## src/rtl/alu_m_pkg.sv

```systemverilog
// alu_m_pkg: shared encodings and the preset operand table for the alu_m LED-lab ALU.
// Optional carry flag is enabled by defining ALU_M_CF_EN (see alu_m_core / alu_m).
package alu_m_pkg;

    // Operation select encodings (ALU_OP)
    typedef enum logic [2:0] {
        OP_AND = 3'b000,
        OP_OR  = 3'b001,
        OP_XOR = 3'b010,
        OP_NOR = 3'b011,
        OP_ADD = 3'b100,
        OP_SUB = 3'b101,
        OP_SLT = 3'b110,
        OP_SLL = 3'b111
    } alu_op_e;

    // LED display select encodings (F_LED_SW); any value with bit 2 set shows the flags
    localparam logic [2:0] LED_SEL_B0    = 3'b000;
    localparam logic [2:0] LED_SEL_B1    = 3'b001;
    localparam logic [2:0] LED_SEL_B2    = 3'b010;
    localparam logic [2:0] LED_SEL_B3    = 3'b011;
    localparam logic [2:0] LED_SEL_FLAGS = 3'b100;
    localparam int unsigned LedFlagBit   = 2;

    // Preset operand pairs selected by AB_SW
    localparam logic [31:0] OPA_0 = 32'h0000_0000;
    localparam logic [31:0] OPB_0 = 32'h0000_0000;
    localparam logic [31:0] OPA_1 = 32'h0000_0003;
    localparam logic [31:0] OPB_1 = 32'h0000_0607;
    localparam logic [31:0] OPA_2 = 32'h8000_0000;
    localparam logic [31:0] OPB_2 = 32'h8000_0000;
    localparam logic [31:0] OPA_3 = 32'h7FFF_FFFF;
    localparam logic [31:0] OPB_3 = 32'h7FFF_FFFF;
    localparam logic [31:0] OPA_4 = 32'hFFFF_FFFF;
    localparam logic [31:0] OPB_4 = 32'hFFFF_FFFF;
    localparam logic [31:0] OPA_5 = 32'h8000_0000;
    localparam logic [31:0] OPB_5 = 32'hFFFF_FFFF;
    localparam logic [31:0] OPA_6 = 32'hFFFF_FFFF;
    localparam logic [31:0] OPB_6 = 32'h8000_0000;
    localparam logic [31:0] OPA_7 = 32'h1234_5678;
    localparam logic [31:0] OPB_7 = 32'h3333_2222;

    typedef struct packed {
        logic [31:0] a;
        logic [31:0] b;
    } operand_pair_t;

    // Operand ROM lookup
    function automatic operand_pair_t operand_pair(input logic [2:0] sel);
        operand_pair_t p;
        unique case (sel)
            3'd0: p = '{a: OPA_0, b: OPB_0};
            3'd1: p = '{a: OPA_1, b: OPB_1};
            3'd2: p = '{a: OPA_2, b: OPB_2};
            3'd3: p = '{a: OPA_3, b: OPB_3};
            3'd4: p = '{a: OPA_4, b: OPB_4};
            3'd5: p = '{a: OPA_5, b: OPB_5};
            3'd6: p = '{a: OPA_6, b: OPB_6};
            3'd7: p = '{a: OPA_7, b: OPB_7};
            default: p = '{a: OPA_0, b: OPB_0};
        endcase
        return p;
    endfunction

endpackage

```

## src/rtl/alu_m_core.sv

```systemverilog
// alu_m_core: purely combinational ALU datapath producing result and flags.
// Defining ALU_M_CF_EN adds the cf_o carry/borrow output.
module alu_m_core
    import alu_m_pkg::*;
#(
    parameter int unsigned WIDTH = 32
) (
    input  logic [WIDTH-1:0] a_i,
    input  logic [WIDTH-1:0] b_i,
    input  alu_op_e          op_i,
    output logic [WIDTH-1:0] f_o,
    output logic             zf_o,
`ifdef ALU_M_CF_EN
    output logic             cf_o,
`endif
    output logic             of_o
);

    logic [WIDTH-1:0] add_res;
    logic [WIDTH-1:0] sub_res;
    logic             add_ovf;
    logic             sub_ovf;
`ifdef ALU_M_CF_EN
    logic             add_carry;
    logic             sub_borrow;
`endif

    // Shared adder/subtractor and their overflow conditions
    always_comb begin
`ifdef ALU_M_CF_EN
        {add_carry, add_res} = {1'b0, a_i} + {1'b0, b_i};
        sub_borrow           = (a_i < b_i);
`else
        add_res = a_i + b_i;
`endif
        sub_res = a_i - b_i;
        // Same-sign operands whose sum flips sign
        add_ovf = (a_i[WIDTH-1] == b_i[WIDTH-1]) && (add_res[WIDTH-1] != a_i[WIDTH-1]);
        // Opposite-sign operands whose difference takes B's sign
        sub_ovf = (a_i[WIDTH-1] != b_i[WIDTH-1]) && (sub_res[WIDTH-1] != a_i[WIDTH-1]);
    end

    // Operation select and flag generation
    always_comb begin
        f_o  = '0;
        of_o = 1'b0;
`ifdef ALU_M_CF_EN
        cf_o = 1'b0;
`endif
        unique case (op_i)
            OP_AND: f_o = a_i & b_i;
            OP_OR:  f_o = a_i | b_i;
            OP_XOR: f_o = a_i ^ b_i;
            OP_NOR: f_o = ~(a_i | b_i);
            OP_ADD: begin
                f_o  = add_res;
                of_o = add_ovf;
`ifdef ALU_M_CF_EN
                cf_o = add_carry;
`endif
            end
            OP_SUB: begin
                f_o  = sub_res;
                of_o = sub_ovf;
`ifdef ALU_M_CF_EN
                cf_o = sub_borrow;
`endif
            end
            OP_SLT: f_o = {{(WIDTH-1){1'b0}}, ($signed(a_i) < $signed(b_i))};
            OP_SLL: f_o = b_i << a_i[4:0];
            default: f_o = '0;
        endcase
        zf_o = (f_o == '0);
    end

endmodule

```

## src/rtl/alu_m.sv

```systemverilog
// alu_m: LED-lab ALU top. Operand ROM, registered result/flags and the LED display mux.
// Defining ALU_M_CF_EN adds a registered carry flag shown on LED[5] in flag mode.
module alu_m
    import alu_m_pkg::*;
#(
    parameter int unsigned WIDTH = 32
) (
    input  logic       CLK,
    input  logic       RST,
    input  logic [2:0] ALU_OP,
    input  logic [2:0] AB_SW,
    input  logic [2:0] F_LED_SW,
    output logic [7:0] LED
);

    operand_pair_t    operands;
    logic [WIDTH-1:0] f_d;
    logic [WIDTH-1:0] f_q;
    logic             zf_d;
    logic             zf_q;
    logic             of_d;
    logic             of_q;
    logic             cf_led;
`ifdef ALU_M_CF_EN
    logic             cf_d;
    logic             cf_q;
`endif

    // Operand ROM lookup from the switch setting
    always_comb begin
        operands = operand_pair(AB_SW);
    end

    alu_m_core #(
        .WIDTH (WIDTH)
    ) u_core (
        .a_i  (operands.a),
        .b_i  (operands.b),
        .op_i (alu_op_e'(ALU_OP)),
        .f_o  (f_d),
        .zf_o (zf_d),
`ifdef ALU_M_CF_EN
        .cf_o (cf_d),
`endif
        .of_o (of_d)
    );

    // Result and flag registers, synchronous reset has priority over new inputs
    always_ff @(posedge CLK) begin
        if (RST) begin
            f_q  <= '0;
            zf_q <= 1'b0;
            of_q <= 1'b0;
`ifdef ALU_M_CF_EN
            cf_q <= 1'b0;
`endif
        end else begin
            f_q  <= f_d;
            zf_q <= zf_d;
            of_q <= of_d;
`ifdef ALU_M_CF_EN
            cf_q <= cf_d;
`endif
        end
    end

    // LED view of the registers; switch changes show up without a clock
    always_comb begin
`ifdef ALU_M_CF_EN
        cf_led = cf_q;
`else
        cf_led = 1'b0;
`endif
        LED = 8'h00;
        if (F_LED_SW[LedFlagBit]) begin
            LED = {zf_q, of_q, cf_led, 5'b0};
        end else begin
            unique case (F_LED_SW)
                LED_SEL_B0: LED = f_q[7:0];
                LED_SEL_B1: LED = f_q[15:8];
                LED_SEL_B2: LED = f_q[23:16];
                LED_SEL_B3: LED = f_q[31:24];
                default:    LED = 8'h00;
            endcase
        end
    end

endmodule

```

## config.mk

```make
export PLATFORM = sky130hd
export DESIGN_NAME = alu_m
export DESIGN_NICKNAME = d
export VERILOG_FILES = /design/src/rtl/alu_m_pkg.sv /design/src/rtl/alu_m_core.sv /design/src/rtl/alu_m.sv
export SDC_FILE = /design/constraint.sdc
export NUM_CORES = 1
export LEC_CHECK = 0
export BUFFER_PORTS_ARGS = -buffer_cell sky130_fd_sc_hd__buf_4
export CORE_ASPECT_RATIO = 1.1
export CORE_UTILIZATION = 45
export CTS_CLUSTER_SIZE = 14
export DETAILED_ROUTE_END_ITERATION = 8
export PLACE_DENSITY = 0.59
export SETUP_SLACK_MARGIN = 0.05
export SYNTH_ARGS = -nofsm -noshare
export SYNTH_HDL_FRONTEND = slang
export SYNTH_SLANG_ARGS = --single-unit
export TNS_END_PERCENT = 20
```

## constraint.sdc

```tcl
create_clock -name CLK -period 4.2 [get_ports CLK]
set_clock_uncertainty 0.15 [all_clocks]
set_input_delay 0.63 -clock CLK [delete_from_list [all_inputs] [get_ports CLK]]
set_output_delay 0.63 -clock CLK [all_outputs]
set_load 0.02 [all_outputs]
```

==> PnR_summary.wiki, run 1 <==
{| class="wikitable"
! Metric !! Value
|-
| Critical-path maximum fanout || 12
|-
| IO buf count || 18
|-
| Number of nets with antenna violations after detailed routing || 0
|-
| Max Slew Vio Count || 0
|-
| Internal power component || 0.845 mW
|-
| Ys flop type || dfxtp_1
|-
| Yosys top cell area share || 0.153
|-
| Synthesis-to-finish area growth || 12.0%
|-
| Ratio of cells with drive above 1 in the final layout || 0.185
|-
| Layout Utilization || 0.526
|-
| Number of antenna violations at the first check in global routing || 0
|-
| Clock transition at path regs || 0.07 ns
|-
| Via count of the first global-routing pass || 4783
|-
| Combinational share of power || 0.550
|-
| Terminating pin of the worst hold path || f_q[4]
|-
| Largest area contributor in the synthesized netlist || dfxtp_1
|-
| Average footprint of a synthesized cell || 7.41 um2
|-
| Wire length of the first global-routing pass || 28.8 mm
|-
| VDD IR-drop max || 0.114 mV
|-
| Die W || 96.8 um
|-
| Leakage power || 2.02 nW
|-
| Initial core utilization || 0.469
|-
| Max-Slew Margin vs Limit || 0.172
|-
| Cell variety after synth || 84
|-
| Post-CTS setup repair buffer count || 0
|-
| Power density over cell area || 292 nW/um2
|-
| Dpl cells || 731
|-
| IO Count || 19
|-
| TritonCTS Buffers || 5
|-
| Maximum buffer depth of the clock tree || 2
|-
| Area of the die || 10300 um2
|-
| Final critical delay including setup and external delays || 3.95 ns
|-
| GRT Total Usage || 0.366
|-
| Wirelength, routed || 18.8 mm
|-
| Worst Hold Margin || 0.584 ns
|-
| Grt total ovfl || 0
|-
| Tightest Pin Transition || 1.23 ns
|-
| Height of the chip || 106 um
|-
| Hold/Removal Path Class || in2reg
|-
| Switch Pwr || 0.613 mW
|-
| Placed cell areas || 4860 um2
|-
| Top cells by area in the synthesized netlist || dfxtp_1, ha_1, a21oi_1
|-
| Final routed DRC violation total || 0
|-
| Fraction of power spent switching nets || 0.420
|-
| Routability-driven placement congestion ratio || 1.06
|-
| Reg power frac || 0.248
|-
| Drt wl/cell || 25.5 um
|-
| Part of the Yosys area used for sequential elements || 0.153
|-
| CP Launch Type || primary input
|-
| Row Count || 37
|-
| Setup repair after global routing missed its margin || false
|-
| Synth Register Bits || 34
|-
| Design Area, Final || 4990 um2
|-
| Number of nets in the layout || 663
|-
| Crit end category || flip-flop
|-
| Count of yosys warnings during synthesis || 0
|-
| Post-synth EDFFs || 0
|-
| Part of the cycle the worst path needs || 0.941
|-
| Critical Path RT || 4.25 ns
|-
| Gate Count Post-Synth || 601
|-
| Final hold violation count || 0
|-
| Clk pwr share || 0.202
|-
| Start point of the worst hold path || RST
|-
| Total nets after synthesis || 643
|-
| Cell at the root of the clock tree || clkbuf_8
|-
| H-Tree Depth || 2
|-
| Maximum number of pins on one net before global-route repair || 36
|-
| Final Non-Filler Cells || 739
|-
| Violation count after the first detailed-route iteration || 790
|-
| Category of the critical setup timing path || in2reg
|-
| CTS tree || done
|-
| Sink Count || 34
|-
| Combined area of all synthesized cells || 4450 um2
|-
| Run status || finished, final reports clean
|-
| Pre-Repair DR Iteration Count || 6
|-
| Async S/R FF share, synth || 0
|-
| Final setup vio count || 0
|-
| Detailed-route via count || 5036
|-
| Setup TNS Final || 0 ns
|-
| Fmax achieved || 0.253 GHz
|-
| Vias per Instance || 6.81
|-
| HPWL Detailed || 15.0 mm
|-
| Max_cap viols || 0
|-
| Core footprint || 9490 um2
|-
| Arrival time at the worst endpoint || 4.00 ns
|-
| Min-Delay Path Depth || 2
|}
[worst max path at each step]
stage,start,to,slack [ns],cells past startpoint
3_3_place_gp,AB_SW[0],zf_q,-0.07,12
5_1_grt,AB_SW[1],zf_q,0.05,13
6_report,AB_SW[1],zf_q,0.25,13
3_5_place_dp,AB_SW[0],zf_q,-0.1,12
4_1_cts,AB_SW[0],zf_q,0.18,12
2_1_floorplan,AB_SW[2],zf_q,0.34,13
[worst max-delay path, cell delays in order]
cell,delay [ns]
buf_4,0.16
nand2b_1,0.25
nand2_1,0.19
ha_1,0.44
buf_4,0.23
nor2b_1,0.24
nand3_1,0.17
a211oi_1,0.36
nor4bb_1,0.17
nor3_1,0.36
nand3_1,0.11
or4_1,0.49
nor3_2,0.19
[registers in the layout (all words and copies together), names as in the netlist]
signal / cells
of_q: 1
f_q: 32
zf_q: 1
[Yosys cell counts, types with 4 or more instances]
cell type	number
nor2_1	54
a21oi_1	53
nand2_1	47
dfxtp_1	34
o21ai_0	31
ha_1	29
clkbuf_1	28
nand3_1	22
inv_1	21
nor2b_1	20
buf_2	18
nor3_1	17
xnor2_1	16
a31oi_1	12
o211ai_1	10
nand2b_1	9
a211oi_1	8
mux4_2	8
a21o_1	6
nand4_1	6
or4_1	6
a2111oi_0	5
buf_1	5
buf_6	5
mux2i_1	5
nand3b_1	5
o21a_1	5
o21bai_1	5
o311ai_0	5
a211o_1	4
and3b_1	4
mux2_2	4
o2111ai_1	4
o211a_1	4
o221ai_1	4
o31ai_1	4
or3_1	4
[layout by cell type (no fill, tap or decap), drive strengths merged, types with 5 or more instances in the layout]
master,n
buf,69
nor2,54
a21oi,54
nand2,48
dfxtp,34
o21ai,31
ha,29
nor2b,23
nand3,22
inv,22
nor3,18
xnor2,16
a31oi,12
o211ai,10
nand2b,9
a211oi,9
mux4,8
a21o,6
or4,6
nand4,6
clkbuf,6
o311ai,6
nand3b,5
mux2i,5
o21a,5
o21bai,5
a2111oi,5
or3,5
[power groups by stage]
stage	Sequential [mW]	Combinational, mW	Clock, mW
finish	0.361	0.802	0.294
global route	0.363	0.848	0.316
CTS	0.361	0.773	0.301
detailed placement	0.369	0.770	0
global placement	0.367	0.775	0
floorplan	0.364	0.504	0
[per-layer routing]
layer / GRT usage / wire [um]
met1: 0.448 / 7290
met2: 0.603 / 8630
met5: 0 / 0
met3: 0.0684 / 1740
met4: 0.206 / 1160
[what timing repair did]
| item | 4_1_cts | 5_1_grt |
|---|---|---|
| setup endpoints to repair | 0 | 1 |
| resized for setup | 0 | 4 |
| hold buffers | 0 | 0 |
[logic make-up (layout without fill, tap and decap cells)]
family | Yosys count | count (layout) | share of synthesized area
AOI/OAI and AO/OA | 200 | 200 | 0.311
xor gates and xnor gates | 17 | 17 | 0.0334
adders and majority gates | 31 | 31 | 0.0905
and+or+nand+nor | 223 | 223 | 0.270
other | 0 | 1 | 0
muxes | 17 | 17 | 0.0618
buffers and inverters | 79 | 99 | 0.0801
DFF | 34 | 34 | 0.153
[through the flow]
step	total power, mW	setup slack (ns)
after floorplan	0.868	0.343
after global placement	1.14	-0.0691
after detailed placement	1.14	-0.0971
after CTS	1.44	0.180
after global routing	1.53	0.0530
final	1.46	0.249
[area by class of cell]
| cell class | instances | area [um2] |
|---|---|---|
| flip-flops and latches | 34 | 681 |
| clock buffers | 6 | 82.6 |
| inverters | 23 | 86.3 |
| multi-input cells | 488 | 3430 |
| diodes | 1 | 2.50 |
| repair buffers | 69 | 531 |
| fillers | 942 | 4500 |
| clock inverters | 1 | 30.0 |
| well taps | 117 | 146 |
No activity file was read; power rests on OpenSTA's default activity.
==> inputs of run 2 (changes only) <==
Settings changed: CORE_ASPECT_RATIO 1.1 to 0.7, CTS_BUF_LIST set to sky130_fd_sc_hd__clkbuf_8.
==> run 2 against run 1 <==
Compared with the run above: worst setup slack improved by 0.015 ns; clock power fell by 12%; highest routed layer unchanged; final cell count rose by 2.0%; critical path type unchanged; global-route usage rose by 0.52 points; sequential share of layout area fell by 0.12 points.
==> PnR_summary.wiki, run 2 (synthesis results as in run 1) <==
{| class="wikitable"
! Metric !! Value
|-
| Run status || finished, final reports clean
|-
| Critical-path maximum fanout || 14
|-
| Drt wl/cell || 24.8 um
|-
| Placed cell areas || 4940 um2
|-
| Max FFs per register || 32
|-
| Detailed-route via count || 5168
|-
| Routability-driven placement congestion ratio || 1.07
|-
| Part of the cycle the worst path needs || 0.937
|-
| Setup TNS Final || 0 ns
|-
| Final Non-Filler Cells || 754
|-
| H-Tree Depth || 2
|-
| Pre-Repair DR Iteration Count || 5
|-
| Clock transition at path regs || 0.08 ns
|-
| Arrival time at the worst endpoint || 4.02 ns
|-
| CP bufs+invs || 2
|-
| Most used cells in the layout excluding fill and tap cells || buf_4, nor2_1, a21oi_1, nand2_1, dfxtp_1
|-
| Chain of cells forming the critical path || buf_4 -> nand2b_1 -> nand2_1 -> ha_1 -> buf_4 -> a21oi_1 -> o21bai_1 -> mux2i_1 -> a211o_1 -> a211oi_2 -> nand4_1 -> or4_1 -> nor3_2
|-
| Hold_buf cts || 0
|-
| Maximum number of pins on one net before global-route repair || 45
|-
| Maximum buffer depth of the clock tree || 2
|-
| Core footprint || 9330 um2
|-
| Height of the chip || 85.2 um
|-
| CP Launch Type || primary input
|-
| Most numerous cell on the critical path || buf_4
|-
| Wire length of the first global-routing pass || 28.5 mm
|-
| Via count of the first global-routing pass || 4798
|-
| Total Power || 1.45 mW
|-
| Max_cap viols || 0
|-
| Least setup slack across all paths after layout || 0.264 ns
|-
| Ratio of cells with drive above 1 in the final layout || 0.189
|-
| Row Count || 29
|-
| Sink Count || 34
|-
| Number of nets in the layout || 671
|-
| Family of cells with the greatest summed delay on the critical path || simple AND/OR/NAND/NOR gates
|-
| Hold/Removal Path Class || in2reg
|-
| VDD IR-drop max || 0.163 mV
|-
| Fraction of power spent switching nets || 0.447
|-
| Clk pwr share || 0.178
|-
| Combinational share of power || 0.572
|-
| Largest registers || f_q (32), of_q (1), zf_q (1)
|-
| Delay of the slowest cell on the worst path || 0.55 ns
|-
| Cell at the root of the clock tree || clkbuf_8
|-
| HPWL Detailed || 14.5 mm
|-
| Final setup vio count || 0
|-
| GRT Total Usage || 0.371
|-
| Die W || 121 um
|-
| Worst Hold Margin || 0.567 ns
|-
| Pre-CTS setup slack || 0.0308 ns
|-
| Power density over cell area || 288 nW/um2
|-
| Area of the die || 10300 um2
|-
| Number of antenna violations at the first check in global routing || 0
|-
| Crit end category || flip-flop
|-
| CTS tree || done
|-
| Violation count after the first detailed-route iteration || 712
|-
| Leakage power || 2.06 nW
|-
| Internal power component || 0.800 mW
|-
| Critical Path RT || 4.28 ns
|-
| TritonCTS Buffers || 5
|-
| Max Slew Vio Count || 0
|-
| Switch Pwr || 0.648 mW
|-
| Vias per Instance || 6.85
|-
| Dpl cells || 746
|-
| Number of diodes added for antenna fixing || 0
|-
| IO buf count || 18
|-
| Final hold violation count || 0
|-
| Wirelength, routed || 18.7 mm
|-
| Grt total ovfl || 0
|-
| Synthesis-to-finish area growth || 13.0%
|-
| Setup repair after global routing missed its margin || false
|-
| CTS resizes || 0
|-
| Commonest non-fill, non-tap cell in the layout || buf_4
|-
| Final critical delay including setup and external delays || 3.94 ns
|-
| Initial core utilization || 0.477
|-
| Fmax achieved || 0.254 GHz
|-
| Max-Slew Margin vs Limit || 0.393
|-
| Final routed DRC violation total || 0
|-
| Reg power frac || 0.250
|-
| Largest register by flop count || f_q
|-
| Count of filler cells inserted in the layout || 919
|-
| Design Area, Final || 5030 um2
|-
| IO Count || 19
|-
| Tightest Pin Transition || 0.904 ns
|-
| Number of nets with antenna violations after detailed routing || 0
|-
| Layout Utilization || 0.540
|-
| Post-CTS setup repair buffer count || 0
|-
| Slowest stage cell on the critical path || ha_1
|-
| Category of the critical setup timing path || in2reg
|}
==> run 2: power by group through the flow <==
stage / Clock (mW) / Sequential (mW) / Combinational, mW
floorplan: 0 / 0.364 / 0.504
global placement: 0 / 0.367 / 0.793
detailed placement: 0 / 0.368 / 0.786
CTS: 0.257 / 0.361 / 0.789
global route: 0.277 / 0.363 / 0.871
finish: 0.258 / 0.361 / 0.828
==> run 2: area by class of cell <==
cell class,instances,area (um2),area share
multi-input combinational,488,3410,0.679
sequential,34,681,0.135
clock buffer,6,82.6,0.0164
clock inverter,2,8.76,0.00174
tap,124,155,0.0308
timing repair buffer,77,603,0.120
inverter,23,86.3,0.0172
==> run 2: final timing paths <==
check / startpoint / slack, ns / end / cells past startpoint
worst max-delay path: AB_SW[1] / 0.26 / zf_q / 13
worst min-delay path: RST / 0.57 / f_q[4] / 2
==> run 2: metal layers <==
layer | global-route usage | part of all wire
met5 | 0.0288 | 0
met4 | 0.122 | 0.036
met3 | 0.155 | 0.16
met2 | 0.473 | 0.37
met1 | 0.542 | 0.44
==> inputs of run 3 (changes only) <==
Settings changed: CAP_MARGIN set to 15, CTS_BUF_LIST sky130_fd_sc_hd__clkbuf_8 to sky130_fd_sc_hd__clkbuf_4.
==> run 3 against run 2 <==
Compared with the run above: clock power fell by 28%; worst setup slack improved by 0.024 ns; via count fell by 0.87%; combinational power barely moved; first-iteration DRC count rose by 2.7%; critical path type unchanged; largest cell class unchanged.
==> PnR_summary.wiki, run 3 (synthesis results as in run 1) <==
{| class="wikitable"
! Metric !! Value
|-
| Run status || finished, final reports clean
|-
| Worst Hold Margin || 0.507 ns
|-
| Family of cells with the greatest summed delay on the critical path || simple AND/OR/NAND/NOR gates
|-
| Commonest non-fill, non-tap cell in the layout || buf_4
|-
| CTS resizes || 0
|-
| Total Power || 1.37 mW
|-
| Part of the cycle the worst path needs || 0.932
|-
| Crit path from || AB_SW[1]
|-
| Most used cells in the layout excluding fill and tap cells || buf_4, nor2_1, a21oi_1, nand2_1, dfxtp_1
|-
| Area of the die || 10300 um2
|-
| Multi-input logic area || 3410 um2
|-
| Final Non-Filler Cells || 754
|-
| Number of nets in the layout || 671
|-
| Synthesis-to-finish area growth || 12.2%
|-
| Via count of the first global-routing pass || 4774
|-
| Timing endpoint of the critical path || zf_q
|-
| Slowest stage cell on the critical path || ha_1
|-
| Die W || 121 um
|-
| Routability-driven placement congestion ratio || 1.07
|-
| Setup TNS Final || 0 ns
|-
| Ratio of cells with drive above 1 in the final layout || 0.189
|-
| Critical-path maximum fanout || 14
|-
| Count of filler cells inserted in the layout || 920
|-
| Final critical delay including setup and external delays || 3.91 ns
|-
| CP Launch Type || primary input
|-
| Wire length of the first global-routing pass || 28.5 mm
|-
| HPWL Detailed || 14.5 mm
|-
| Chain of cells forming the critical path || buf_4 -> nand2b_1 -> nand2_1 -> ha_1 -> buf_4 -> a21oi_1 -> o21bai_1 -> mux2i_1 -> a211o_1 -> a211oi_2 -> nand4_1 -> or4_1 -> nor3_2
|-
| Pre-Repair DR Iteration Count || 5
|-
| Initial core utilization || 0.477
|-
| IO Count || 19
|-
| Cell at the root of the clock tree || clkbuf_4
|-
| Final routed DRC violation total || 0
|-
| Register Area || 681 um2
|-
| Height of the chip || 85.2 um
|-
| Category of the critical setup timing path || in2reg
|-
| GRT Total Usage || 0.370
|-
| Leakage power || 2.04 nW
|-
| Maximum number of pins on one net before global-route repair || 45
|-
| Clock transition at path regs || 0.11 ns
|-
| Number of diodes added for antenna fixing || 0
|-
| Max-Slew Margin vs Limit || 0.375
|-
| Drt wl/cell || 24.7 um
|-
| Setup repair after global routing missed its margin || false
|-
| Number of antenna violations at the first check in global routing || 0
|-
| Hold/Removal Path Class || in2reg
|-
| Vias per Instance || 6.79
|-
| Core footprint || 9330 um2
|-
| Final setup vio count || 0
|-
| Post-CTS setup repair buffer count || 0
|-
| Number of nets with antenna violations after detailed routing || 0
|-
| Delay of the slowest cell on the worst path || 0.55 ns
|-
| Critical Path RT || 4.34 ns
|-
| Path length in cells of the critical path || 13
|-
| CTS tree || done
|-
| Tightest Pin Transition || 0.930 ns
|-
| VDD IR-drop max || 0.150 mV
|-
| Max Slew Vio Count || 0
|-
| Crit end category || flip-flop
|-
| Max FFs per register || 32
|-
| Least setup slack across all paths after layout || 0.287 ns
|-
| Sink Count || 34
|-
| Maximum buffer depth of the clock tree || 2
|-
| Fmax achieved || 0.256 GHz
|-
| TritonCTS Buffers || 5
|-
| Largest registers || f_q (32), of_q (1), zf_q (1)
|-
| Row Count || 29
|-
| Detailed-route via count || 5123
|-
| Grt total ovfl || 0
|-
| Final hold violation count || 0
|-
| Violation count after the first detailed-route iteration || 731
|-
| Power density over cell area || 275 nW/um2
|-
| Most numerous cell on the critical path || buf_4
|-
| Dpl cells || 746
|-
| IO buf count || 18
|-
| Arrival time at the worst endpoint || 4.06 ns
|-
| Wirelength, routed || 18.7 mm
|-
| H-Tree Depth || 2
|-
| Pre-CTS setup slack || 0.0308 ns
|-
| CP bufs+invs || 2
|-
| Largest register by flop count || f_q
|-
| Hold_buf cts || 0
|-
| Max_cap viols || 0
|}
[run 3: power by group]
part | internal (mW) | leakage (nW) | switching [mW]
combinational | 0.317 | 1.73 | 0.511
sequential | 0.353 | 0.280 | 0.00783
clock | 0.0693 | 0.0331 | 0.116
total | 0.739 | 2.04 | 0.635
[run 3: cell type report]
cell class	count	area share
Clock buffer	6	0.00902
Clock inverter	2	0.00175
Inverter	23	0.0173
Multi-Input combinational cell	488	0.684
Sequential cell	34	0.136
Tap cell	124	0.0311
Timing Repair Buffer	77	0.121
[run 3: metrics by stage]
stage / util / cell area (um2)
global route: 0.535 / 4990
global placement: 0.530 / 4940
detailed placement: 0.530 / 4940
floorplan: - / 4450
CTS: 0.535 / 4990
finish: 0.535 / 4990
[run 3: how the worst min path moves through the flow]
stage | endpoint | cells past startpoint | slack [ns] | from
6_report | f_q[4] | 2 | 0.51 | RST
3_3_place_gp | f_q[28] | 2 | 0.87 | RST
2_1_floorplan | f_q[23] | 2 | 0.75 | RST
4_1_cts | f_q[0] | 2 | 0.51 | RST
3_5_place_dp | f_q[0] | 2 | 0.87 | RST
5_1_grt | f_q[14] | 2 | 0.52 | RST
[run 3: metal layers]
layer / GRT usage / share of wire
met1: 0.538 / 0.44
met2: 0.470 / 0.37
met3: 0.161 / 0.15
met4: 0.121 / 0.033
met5: 0.0288 / 0
